--- src/rtl/mdu_div_seq.sv ---
// Iterative radix-2 restoring divider for RV32M DIV/DIVU/REM/REMU.
// One quotient bit per cycle; divide-by-zero and signed overflow finish without iterating.
module mdu_div_seq #(
    parameter int unsigned DataWidth = 32
) (
    input  logic                 clk,
    input  logic                 rst_n,
    input  logic                 i_valid,
    output logic                 o_ready,
    input  logic [1:0]           i_op,
    input  logic [DataWidth-1:0] i_a,
    input  logic [DataWidth-1:0] i_b,
    input  logic                 i_flush,
    output logic                 o_valid,
    input  logic                 i_ready,
    output logic [DataWidth-1:0] o_res,
    output logic                 o_busy
);

    localparam int unsigned CntWidth = $clog2(DataWidth + 1);
    localparam logic [DataWidth-1:0] MinNeg = {1'b1, {(DataWidth - 1){1'b0}}};

    typedef enum logic [1:0] {
        IDLE,
        CALC,
        DONE
    } state_t;

    state_t               state_q, state_d;
    logic [CntWidth-1:0]  cnt_q, cnt_d;
    logic [DataWidth-1:0] quo_q, quo_d;
    logic [DataWidth-1:0] rem_q, rem_d;
    logic [DataWidth-1:0] dvs_q, dvs_d;
    logic                 op_rem_q, op_rem_d;
    logic                 quo_neg_q, quo_neg_d;
    logic                 rem_neg_q, rem_neg_d;
    logic                 valid_q, valid_d;
    logic [DataWidth-1:0] res_q, res_d;

    logic                 is_signed, a_neg, b_neg, div_zero, overflow, accept;
    logic [DataWidth-1:0] a_mag, b_mag;
    logic [DataWidth:0]   shifted, diff;
    logic                 trial_ok;
    logic [DataWidth-1:0] rem_new, quo_new, quo_fix, rem_fix;

    // Request decode: only DIV/REM (op[0]==0) are signed
    assign is_signed = ~i_op[0];
    assign a_neg     = is_signed & i_a[DataWidth-1];
    assign b_neg     = is_signed & i_b[DataWidth-1];
    assign a_mag     = a_neg ? -i_a : i_a;
    assign b_mag     = b_neg ? -i_b : i_b;
    assign div_zero  = (i_b == '0);
    assign overflow  = is_signed & (i_a == MinNeg) & (i_b == '1);
    assign accept    = i_valid & (state_q == IDLE) & ~i_flush;

    assign o_ready = (state_q == IDLE);
    assign o_busy  = (state_q != IDLE);
    assign o_valid = valid_q;
    assign o_res   = res_q;

    always_comb begin
        state_d   = state_q;
        cnt_d     = cnt_q;
        quo_d     = quo_q;
        rem_d     = rem_q;
        dvs_d     = dvs_q;
        op_rem_d  = op_rem_q;
        quo_neg_d = quo_neg_q;
        rem_neg_d = rem_neg_q;
        valid_d   = valid_q;
        res_d     = res_q;

        // Shift in the next dividend bit and trial-subtract the divisor
        shifted  = {rem_q, quo_q[DataWidth-1]};
        diff     = shifted - {1'b0, dvs_q};
        trial_ok = (shifted >= {1'b0, dvs_q});
        rem_new  = DataWidth'(trial_ok ? diff : shifted);
        quo_new  = {quo_q[DataWidth-2:0], trial_ok};
        quo_fix  = quo_neg_q ? -quo_new : quo_new;
        rem_fix  = rem_neg_q ? -rem_new : rem_new;

        case (state_q)
            IDLE: begin
                if (accept) begin
                    op_rem_d  = i_op[1];
                    quo_neg_d = a_neg ^ b_neg;
                    rem_neg_d = a_neg;
                    if (div_zero) begin
                        state_d = DONE;
                        valid_d = 1'b1;
                        res_d   = i_op[1] ? i_a : '1;
                    end else if (overflow) begin
                        state_d = DONE;
                        valid_d = 1'b1;
                        res_d   = i_op[1] ? '0 : i_a;
                    end else begin
                        state_d = CALC;
                        cnt_d   = CntWidth'(DataWidth);
                        quo_d   = a_mag;
                        dvs_d   = b_mag;
                        rem_d   = '0;
                    end
                end
            end
            CALC: begin
                quo_d = quo_new;
                rem_d = rem_new;
                cnt_d = cnt_q - CntWidth'(1);
                if (cnt_q == CntWidth'(1)) begin
                    state_d = DONE;
                    valid_d = 1'b1;
                    res_d   = op_rem_q ? rem_fix : quo_fix;
                end
            end
            DONE: begin
                if (i_ready) begin
                    state_d = IDLE;
                    valid_d = 1'b0;
                end
            end
            default: state_d = IDLE;
        endcase

        // Flush wins over acceptance and handoff; the last result stays on o_res
        if (i_flush) begin
            state_d = IDLE;
            valid_d = 1'b0;
            cnt_d   = '0;
            res_d   = res_q;
        end
    end

    always_ff @(posedge clk or negedge rst_n) begin
        if (!rst_n) begin
            state_q   <= IDLE;
            cnt_q     <= '0;
            quo_q     <= '0;
            rem_q     <= '0;
            dvs_q     <= '0;
            op_rem_q  <= 1'b0;
            quo_neg_q <= 1'b0;
            rem_neg_q <= 1'b0;
            valid_q   <= 1'b0;
            res_q     <= '0;
        end else begin
            state_q   <= state_d;
            cnt_q     <= cnt_d;
            quo_q     <= quo_d;
            rem_q     <= rem_d;
            dvs_q     <= dvs_d;
            op_rem_q  <= op_rem_d;
            quo_neg_q <= quo_neg_d;
            rem_neg_q <= rem_neg_d;
            valid_q   <= valid_d;
            res_q     <= res_d;
        end
    end

endmodule

--- config.mk ---
export PLATFORM = sky130hd
export DESIGN_NAME = mdu_div_seq
export DESIGN_NICKNAME = d
export VERILOG_FILES = /design/src/rtl/mdu_div_seq.sv
export SDC_FILE = /design/constraint.sdc
export NUM_CORES = 1
export LEC_CHECK = 0
export CAP_MARGIN = 40
export CORE_UTILIZATION = 25
export CTS_CLUSTER_SIZE = 10
export DETAILED_ROUTE_END_ITERATION = 10
export GPL_TIMING_DRIVEN = 0
export PLACE_DENSITY = 0.48
export SLEW_MARGIN = 20
export SYNTH_ARGS = -nofsm -noshare
export SYNTH_HDL_FRONTEND = slang
export SYNTH_SLANG_ARGS = --single-unit
--- constraint.sdc ---
create_clock -name clk -period 14.52 [get_ports clk]
set_input_delay 4.356 -clock clk [delete_from_list [all_inputs] [get_ports clk]]
set_output_delay 4.356 -clock clk [all_outputs]
set_load 0.005 [all_outputs]
==> results of run 1 <==
## worst max-delay path, cell delays in order
cell and delay, ns:
clkdlybuf4s50_1 0.48, or4_1 0.59, nor4_1 0.36, nand4_1 0.35, or4_1 0.76, o31ai_2 0.28, nor2_2 0.35, nor2_1 0.49
clkbuf_1 0.60, clkbuf_1 0.65, o21ai_0 0.21
## cell families after synthesis
group | count (synthesis) | share of synthesized area
multiplexers | 24 | 0.02153
flip-flops | 140 | 0.2955
AO/OA/AOI/OAI | 508 | 0.2702
buffers and inverters | 152 | 0.05002
XOR/XNOR | 135 | 0.09972
adder cells (fa/ha/maj) | 47 | 0.04938
AND/OR/NAND/NOR | 552 | 0.2137
## metal layers
metal / vias up / wire length (um)
li1: 5891 / -
met1: 6030 / 21720
met2: 420 / 21840
met3: 66 / 2567
met4: 0 / 1249
met5: - / 0
## worst paths after layout
check                      startpoint        end  slack, ns  depth (start not counted)
max reg2reg                  rem_q[9]  o_res[30]       7.40                         23
max                            i_b[6]  quo_q[28]       5.32                         11
min reg2reg                  o_res[3]   o_res[3]       0.48                          2
min                          o_res[3]   o_res[3]       0.48                          2
min in group asynchronous       rst_n  dvs_q[29]       3.87                          1
max in group asynchronous       rst_n  o_res[11]       9.84                          2
## where the power goes
part           switching [mW]  internal [mW]
registers               0.117          0.524
logic                   0.783          0.467
clock network           0.193          0.258
## metrics by stage
step / area (um^2) / util
detailed placement: 13730 / 0.2943
floorplan: 11860 / -
finish: 14330 / 0.3071
global route: 14330 / 0.3071
CTS: 14310 / 0.3068
global placement: 13670 / 0.2930
## sequential cells by signal, summed over array words and instances, names as in the netlist
name / flops
state_q: 2
op_rem_q: 1
quo_q: 32
rem_q: 32
o_res: 32
dvs_q: 32
rem_neg_q: 1
o_valid: 1
quo_neg_q: 1
cnt_q: 6
## layout by cell type, fill, tap and decap left out, types with 42 or more instances in the layout
master           Yosys  routed
nand2_1            219     219
o21ai_0            153     153
nor2_1             142     141
a21oi_1            140     140
dfrtp_1            140     140
clkdlybuf4s50_1      0     104
xor2_1              78      78
clkbuf_1            69      70
inv_1               62      62
xnor2_1             57      57
o31ai_1             51      51
ha_1                42      42
## layout make-up
class	count	area [um^2]
multi-input cells	1266	7776
plain buffers	89	355.3
well taps	607	759.5
fillers	5052	32330
repair buffers	111	1114
inverters	63	237.7
clock buffers	19	442.9
clock inverters	13	140.1
flip-flops and latches	140	3503
==> flow_metrics.env, run 1 <==
export IMPL_status="finished with violations"
export IMPL_violations="DRC"
export IMPL_critPathCaptureType="flip-flop"
export IMPL_clk_pin_slew_ns=0.06
export IMPL_drc=4
export IMPL_die_x_um=219.8
export IMPL_worstSetupPathType="input pin to flip-flop"
export IMPL_clock_sinks=140
export IMPL_wl_um=47380
export IMPL_cp_max_fo=10
export IMPL_vias_per_cell=5.376
export IMPL_areaGrowthSynthToFinish_pct=20.84
export IMPL_io_pins=106
export IMPL_hpwl_um=37130
export IMPL_grt_pass1_wl_um=71940
export IMPL_timing_hold_ws_ns=0.4768
export IMPL_hold_viol=0
export IMPL_drtAntennaViolNets=0
export IMPL_finalSetupTns_ns=0
export IMPL_hold_path_class="flip-flop to flip-flop"
export IMPL_synth_avg_cell_area_um2=7.611
export IMPL_postSynthCellCount=1558
export IMPL_antenna_found_initial=0
export IMPL_worstSetupStartpointType="input pin"
export IMPL_wire_per_inst_um=20.53
export IMPL_synth_area_top_cells="dfrtp_1, nand2_1, o21ai_0, a21oi_1, xor2_1"
export IMPL_netlist_area_um2=11860
export IMPL_dp_cells=2274
export IMPL_postCtsHoldBufs=0
export IMPL_grt_use_met2=0.3172
export IMPL_synth_common_cells="nand2_1, o21ai_0, nor2_1"
export IMPL_drt_iter0_drc=964
export IMPL_skew_ns=0.01093
export IMPL_core_area_um2=46650
export IMPL_use_met3=0.02567
export IMPL_dieHeight_um=219.8
export IMPL_busiest_layer="met2"
export IMPL_min_period_ns=9.201
export IMPL_grt_pass1_vias=11831
export IMPL_cts_made_buffers=17
export IMPL_root_buffer="clkbuf_16"
export IMPL_post_cts_resized=0
export IMPL_gr_total_overflow=0
export IMPL_setup_viol=0
export IMPL_fmax_ghz=0.1087
export IMPL_dieArea_um2=48310
export IMPL_ys_ff_latch=140
export IMPL_grt_max_degree=73
export IMPL_power_density_nw_per_um2=163.4
export IMPL_synthArstFlopShare=1.000
export IMPL_drive_gt1_frac=0.04762
export IMPL_period_share=0.6337
export IMPL_cts_setup_buffers=0
export IMPL_drv_cap=0
export IMPL_synth_main_ff_cell="dfrtp_1"
export IMPL_htreeDepth=4
export IMPL_firstDrtPassIters=10
export IMPL_cts_tree="yes"
export IMPL_fin_total_pwr_mw=2.342
export IMPL_portBuffers=105
export IMPL_ys_types=79
export IMPL_peakVddDrop_mv=0.1005
export IMPL_nets=1802
export IMPL_final_cell_count_no_fill=2308
export IMPL_ys_seq_area_frac=0.2955
export IMPL_rows=79
export IMPL_slew_limit_headroom=0.4069
export IMPL_start_util=0.2542
export IMPL_clkLatencyLatePin_ns=0.46
export IMPL_cp_required_ns=14.82
export IMPL_grtUsageTotal=0.1968
export IMPL_synth_largest_area_cell="dfrtp_1"
export IMPL_grt_use_met1=0.2676
export IMPL_place_ws_ns=4.629
export IMPL_ys_warn_count=0
export IMPL_antenna_cells=0
export IMPL_synth_edf_count=0
export IMPL_rsz0062_at_grt="false"
export IMPL_syn_num_nets=1672
export IMPL_clock_path_buffers=2
export IMPL_cp_arrival_ns=9.50
export IMPL_leakagePower_nw=5.714
export IMPL_synthDominantCellAreaShare=0.2955
export IMPL_vias=12407
export IMPL_gp_congestion=0.9321
export IMPL_tightest_slew_ns=0.8823
export IMPL_fin_ws_ns=5.319
export IMPL_slew_violations=0
export IMPL_yosysMostFrequentCell="nand2_1"
(Power assumes the default switching activity.)
==> inputs of run 2 (changes only) <==
--- a/config.mk
+++ b/config.mk
@@ -10,7 +10,7 @@
 export CTS_CLUSTER_SIZE = 10
 export DETAILED_ROUTE_END_ITERATION = 10
 export GPL_TIMING_DRIVEN = 0
-export PLACE_DENSITY = 0.48
+export PLACE_DENSITY = 0.5
 export SLEW_MARGIN = 20
 export SYNTH_ARGS = -nofsm -noshare
 export SYNTH_HDL_FRONTEND = slang
==> constraint.sdc (replaced) <==
create_clock -name clk -period 8.2 [get_ports clk]
set_input_delay 2.46 -clock clk [delete_from_list [all_inputs] [get_ports clk]]
set_output_delay 2.46 -clock clk [all_outputs]
set_load 0.005 [all_outputs]
==> run 2 against run 1 <==
The run still ends with DRC left. Register-to-register slack worse by 6.4 ns. Worst hold slack gained 0.013 ns. Combinational power is 77% higher. Sequential share of layout area shrank 0.21 points. Largest power group unchanged.
==> flow_metrics.env, run 2 (synthesis results as in run 1) <==
export IMPL_die_x_um=219.8
export IMPL_drive_gt1_frac=0.04871
export IMPL_vias=12513
export IMPL_dp_cells=2275
export IMPL_drv_cap=0
export IMPL_post_cts_resized=0
export IMPL_rsz0062_at_grt="false"
export IMPL_cts_made_buffers=17
export IMPL_nets=1805
export IMPL_grt_max_degree=73
export IMPL_antenna_cells=0
export IMPL_timing_critical_path_buf_inv=3
export IMPL_cp_top_family="simple AND/OR/NAND/NOR gates"
export IMPL_leakagePower_nw=5.774
export IMPL_dieArea_um2=48310
export IMPL_postCtsHoldBufs=0
export IMPL_cp_required_ns=8.49
export IMPL_start_util=0.2542
export IMPL_clock_path_buffers=2
export IMPL_fmax_ghz=0.1386
export IMPL_slew_violations=0
export IMPL_dieHeight_um=219.8
export IMPL_gr_total_overflow=0
export IMPL_worstSetupStartpointType="input pin"
export IMPL_wl_um=46810
export IMPL_vias_per_cell=5.415
export IMPL_worstSetupPathType="input pin to flip-flop"
export IMPL_final_common_cell="nand2_1"
export IMPL_io_pins=106
export IMPL_slew_limit_headroom=0.4433
export IMPL_max_stage_delay_ns=0.77
export IMPL_hold_viol=0
export IMPL_fin_util=0.3097
export IMPL_drtAntennaViolNets=0
export IMPL_root_buffer="clkbuf_16"
export IMPL_tightest_slew_ns=0.8282
export IMPL_antenna_found_initial=0
export IMPL_timing_hold_ws_ns=0.4901
export IMPL_violations="DRC"
export IMPL_hpwl_um=36770
export IMPL_fin_total_pwr_mw=4.276
export IMPL_layout_common_cells="nand2_1, o21ai_0, nor2_1"
export IMPL_firstDrtPassIters=11
export IMPL_grtUsageTotal=0.1942
export IMPL_cp_max_fo=10
export IMPL_clock_sinks=140
export IMPL_peakVddDrop_mv=0.1455
export IMPL_drc=4
export IMPL_hold_path_class="flip-flop to flip-flop"
export IMPL_core_area_um2=46650
export IMPL_clk_pin_slew_ns=0.07
export IMPL_cts_tree="yes"
export IMPL_final_cell_count_no_fill=2311
export IMPL_slowest_stage="or4_1"
export IMPL_gp_congestion=0.9268
export IMPL_skew_ns=0.01623
export IMPL_htreeDepth=4
export IMPL_rows=79
export IMPL_wire_per_inst_um=20.26
export IMPL_grt_pass1_wl_um=71690
export IMPL_clkLatencyLatePin_ns=0.44
export IMPL_grt_pass1_vias=12036
export IMPL_period_share=0.8797
export IMPL_status="finished with violations"
export IMPL_n_fill_cell=5050
export IMPL_cp_arrival_ns=7.50
export IMPL_critPathCaptureType="flip-flop"
export IMPL_cp_cell_sequence="clkdlybuf4s50_1 > or4_1 > nor4_1 > nand4_1 > or4_1 > o31ai_2 > nor2_1 > nor2_1 > clkbuf_1 > clkbuf_1 > o21ai_0"
export IMPL_setup_viol=0
export IMPL_power_density_nw_per_um2=295.9
export IMPL_areaGrowthSynthToFinish_pct=21.86
export IMPL_reg2reg_setup_slack_ns=1.02
export IMPL_cts_setup_buffers=0
export IMPL_portBuffers=105
export IMPL_min_period_ns=7.214
export IMPL_drt_iter0_drc=1049
-- run 2: cell count changes in the layout (fill, tap and decap cells not counted), sizes merged --
| cell | delta |
|---|---|
| clkinvlp | -1 |
| inv | -1 |
| bufinv | +4 |
| clkbuf | +1 |
| buf | +2 |
| clkinv | -2 |
-- run 2: worst paths after layout --
path | startpoint | end | cells after the start
worst max-delay path | i_b[6] | quo_q[28] | 11
worst min-delay path | o_res[3] | o_res[3] | 2
worst max register to register | rem_q[0] | o_res[30] | 24
worst min register to register | o_res[3] | o_res[3] | 2
max in group asynchronous | rst_n | quo_q[5] | 2
min in group asynchronous | rst_n | dvs_q[29] | 1
-- run 2: tightest hold or removal path, cell delays in order (launching register included) --
cell     delay, ns
dfrtp_1       0.35
nand2_1       0.05
o21ai_0       0.06
-- run 2: report_power, final --
part / internal [mW] / leakage (nW) / total [mW] / switching (mW)
Clock: 0.582 / 0.320 / 0.923 / 0.341
Combinational: 0.832 / 3.67 / 2.21 / 1.38
Sequential: 0.928 / 1.79 / 1.14 / 0.213
-- run 2: routing by layer --
layer	vias to the layer above	wire length, um	track usage
met5	-	0	0
met4	0	1399	0.07126
met3	68	2300	0.02512
met2	432	21710	0.3150
met1	6118	21400	0.2618
li1	5895	-	-
-- run 2: final cells by class --
class	instances	area, um^2	share of cell area
tap	607	759.5	0.05256
sequential	140	3503	0.2424
timing repair buffer	114	1140	0.07888
inverter	63	237.7	0.01645
multi-input combinational	1266	7774	0.5380
clock buffer	19	442.9	0.03065
clock inverter	13	237.7	0.01645
buffer	89	355.3	0.02459
-- run 2: stage by stage --
| stage | cell area, um^2 | setup slack [ns] | TNS (ns) |
|---|---|---|---|
| final | 14450 | 0.9863 | 0 |
| after global routing | 14450 | 0.6978 | 0 |
| after CTS | 14420 | 0.9866 | 0 |
| after detailed placement | 13740 | 0.5302 | 0 |
| after global placement | 13670 | -1.520 | -218.40 |
| after floorplan | 11860 | 2.611 | 0 |
==> inputs of run 3 (changes only) <==
--- a/config.mk
+++ b/config.mk
@@ -5,12 +5,14 @@
 export SDC_FILE = /design/constraint.sdc
 export NUM_CORES = 1
 export LEC_CHECK = 0
+export ABC_AREA = 1
 export CAP_MARGIN = 40
 export CORE_UTILIZATION = 25
+export CTS_CLUSTER_DIAMETER = 120
 export CTS_CLUSTER_SIZE = 10
 export DETAILED_ROUTE_END_ITERATION = 10
 export GPL_TIMING_DRIVEN = 0
-export PLACE_DENSITY = 0.5
+export PLACE_DENSITY = 0.49
 export SLEW_MARGIN = 20
 export SYNTH_ARGS = -nofsm -noshare
 export SYNTH_HDL_FRONTEND = slang
==> run 3 against run 2 <==
The run now ends clean. Final area grew 7.1%. Routed wire length grew 19%. Worst setup slack gained 1.0 ns. Highest routed layer is now met5. Final cell count grew 25%. Worst hold slack lost 0.0068 ns. Global-route usage grew 1.7 points. Critical endpoint is now o_res[26]. Critical path depth grew 6. Synthesized area grew 9.5%.
==> flow_metrics.env, run 3 <==
export IMPL_rr_endpoint="o_res[30]"
export IMPL_layout_common_cells="nand2_1, inv_1, o21ai_0"
export IMPL_ys_types=53
export IMPL_drt_iter0_drc=1150
export IMPL_core_area_um2=51300
export IMPL_synth_main_ff_cell="dfrtp_1"
export IMPL_dieHeight_um=229.9
export IMPL_critPathCaptureType="flip-flop"
export IMPL_firstDrtPassIters=6
export IMPL_io_pins=106
export IMPL_hold_path_class="flip-flop to flip-flop"
export IMPL_rsz0062_at_grt="false"
export IMPL_drtAntennaViolNets=0
export IMPL_min_period_ns=6.171
export IMPL_dieArea_um2=52870
export IMPL_root_buffer="clkbuf_16"
export IMPL_reg2reg_from="rem_q[25]"
export IMPL_grt_pass1_wl_um=83920
export IMPL_areaGrowthSynthToFinish_pct=19.19
export IMPL_clkLatencyLatePin_ns=0.46
export IMPL_cp_max_fo=10
export IMPL_nets=2321
export IMPL_ys_warn_count=0
export IMPL_n_fill_cell=5848
export IMPL_final_common_cell="nand2_1"
export IMPL_wl_um=55530
export IMPL_syn_num_nets=2196
export IMPL_clk_pin_slew_ns=0.06
export IMPL_skew_ns=0.01428
export IMPL_r2r_cells=28
export IMPL_grt_pass1_vias=13495
export IMPL_tightest_slew_ns=0.8923
export IMPL_die_x_um=229.9
export IMPL_slew_limit_headroom=0.4051
export IMPL_grt_max_degree=89
export IMPL_clock_sinks=140
export IMPL_fin_area_um2=15480
export IMPL_crit_start="i_a[0]"
export IMPL_drv_cap=0
export IMPL_gr_total_overflow=0
export IMPL_rows=83
export IMPL_synth_largest_area_cell="dfrtp_1"
export IMPL_status="completed"
export IMPL_fin_ws_ns=2.029
export IMPL_synth_edf_count=0
export IMPL_postCtsHoldBufs=0
export IMPL_worstSetupStartpointType="input pin"
export IMPL_hpwl_um=45510
export IMPL_antenna_found_initial=3
export IMPL_critical_path_endpoint="o_res[26]"
export IMPL_synth_avg_cell_area_um2=6.238
export IMPL_synthArstFlopShare=1.000
export IMPL_place_ws_ns=1.690
export IMPL_yosysMostFrequentCell="nand2_1"
export IMPL_postSynthCellCount=2082
export IMPL_dpl_cell_area_um2=14910
export IMPL_post_cts_resized=0
export IMPL_setup_viol=0
export IMPL_hold_viol=0
export IMPL_cts_setup_buffers=0
export IMPL_cp_arrival_ns=6.57
export IMPL_cts_made_buffers=17
export IMPL_netlist_area_um2=12990
export IMPL_start_util=0.2532
export IMPL_cp_required_ns=8.60
export IMPL_gp_congestion=0.9444
export IMPL_fmax_ghz=0.1621
export IMPL_ys_seq_area_frac=0.2697
export IMPL_worstSetupPathType="input pin to flip-flop"
export IMPL_vias=14292
export IMPL_clock_path_buffers=2
export IMPL_vias_per_cell=4.930
export IMPL_drive_gt1_frac=0.05633
export IMPL_htreeDepth=4
export IMPL_grtUsageTotal=0.2108
export IMPL_ys_ff_latch=140
export IMPL_drc=0
export IMPL_slew_violations=0
export IMPL_synth_common_cells="nand2_1, inv_1, o21ai_0"
export IMPL_portBuffers=103
export IMPL_synth_area_top_cells="dfrtp_1, nand2_1, inv_1, o21ai_0, nand3_1"
export IMPL_period_share=0.7525
export IMPL_cts_tree="yes"
export IMPL_antenna_cells=0
export IMPL_wire_per_inst_um=19.15
export IMPL_synthDominantCellAreaShare=0.2697
export IMPL_reg2reg_setup_slack_ns=2.94
[run 3: how the worst min path moves through the flow]
stage / from / to / slack [ns] / depth (start not counted)
floorplan: dvs_q[10] / dvs_q[10] / 0.45 / 2
global placement: dvs_q[22] / dvs_q[22] / 0.47 / 2
detailed placement: o_res[22] / o_res[22] / 0.47 / 2
CTS: o_res[9] / o_res[9] / 0.49 / 2
global route: o_res[28] / o_res[28] / 0.51 / 2
finish: o_res[25] / o_res[25] / 0.48 / 2
[run 3: area by class of cell]
cell class                      instances  area [um^2]  share of cell area
Multi-Input combinational cell       1581         8056              0.5205
Tap cell                              680        850.8             0.05496
Buffer                                 77        361.6             0.02336
Timing Repair Buffer                  106         1076             0.06951
Inverter                              284         1066             0.06887
Clock inverter                         12        112.6            0.007275
Sequential cell                       140         3503              0.2263
Clock buffer                           19        452.9             0.02926
[run 3: logic make-up (layout without fill, tap and decap cells)]
group / count (synthesis) / in the layout / share of synthesized area
compound gates: 404 / 404 / 0.1709
simple gates: 1059 / 1059 / 0.3563
buf+inv: 361 / 498 / 0.1099
xor+xnor: 69 / 69 / 0.04653
flops: 140 / 140 / 0.2697
fa+ha+maj: 49 / 49 / 0.04663
[run 3: per-stage QoR]
step / hold WS, ns / utilization / setup TNS [ns] / instances
after global placement: 0.4693 / 0.2898 / -218.08 / 2865
final: 0.4833 / 0.3017 / 0 / 2899
after global routing: 0.5060 / 0.3017 / 0 / 2899
after detailed placement: 0.4669 / 0.2906 / 0 / 2867
after CTS: 0.4879 / 0.3016 / 0 / 2898
after floorplan: 0.4530 / - / 0 / 2082
[run 3: worst max-delay path, cell delays in order]
cell and delay [ns]:
clkdlybuf4s50_1 0.42, inv_1 0.17, ha_1 0.18, inv_1 0.06, nor3_1 0.31, nand4_1 0.18
nor3_1 0.24, nor3b_1 0.63, nand4_1 0.20, o21ai_0 0.17, inv_1 0.11, nand2_1 0.11
nand3_1 0.34, clkbuf_1 0.42, a21oi_1 0.31, nand2_1 0.18, nand2_1 0.09
[run 3: metal layers]
metal | wire length, um | vias to the layer above | global-route usage
li1 | - | 7017 | -
met1 | 26250 | 6754 | 0.2984
met2 | 24130 | 451 | 0.3219
met3 | 3765 | 66 | 0.04154
met4 | 1363 | 4 | 0.05981
met5 | 25 | - | 0
Power of run 3 is left out: the tool's default activity adds up to more than one toggle a clock period on the data nets, which glitch-free logic cannot reach.
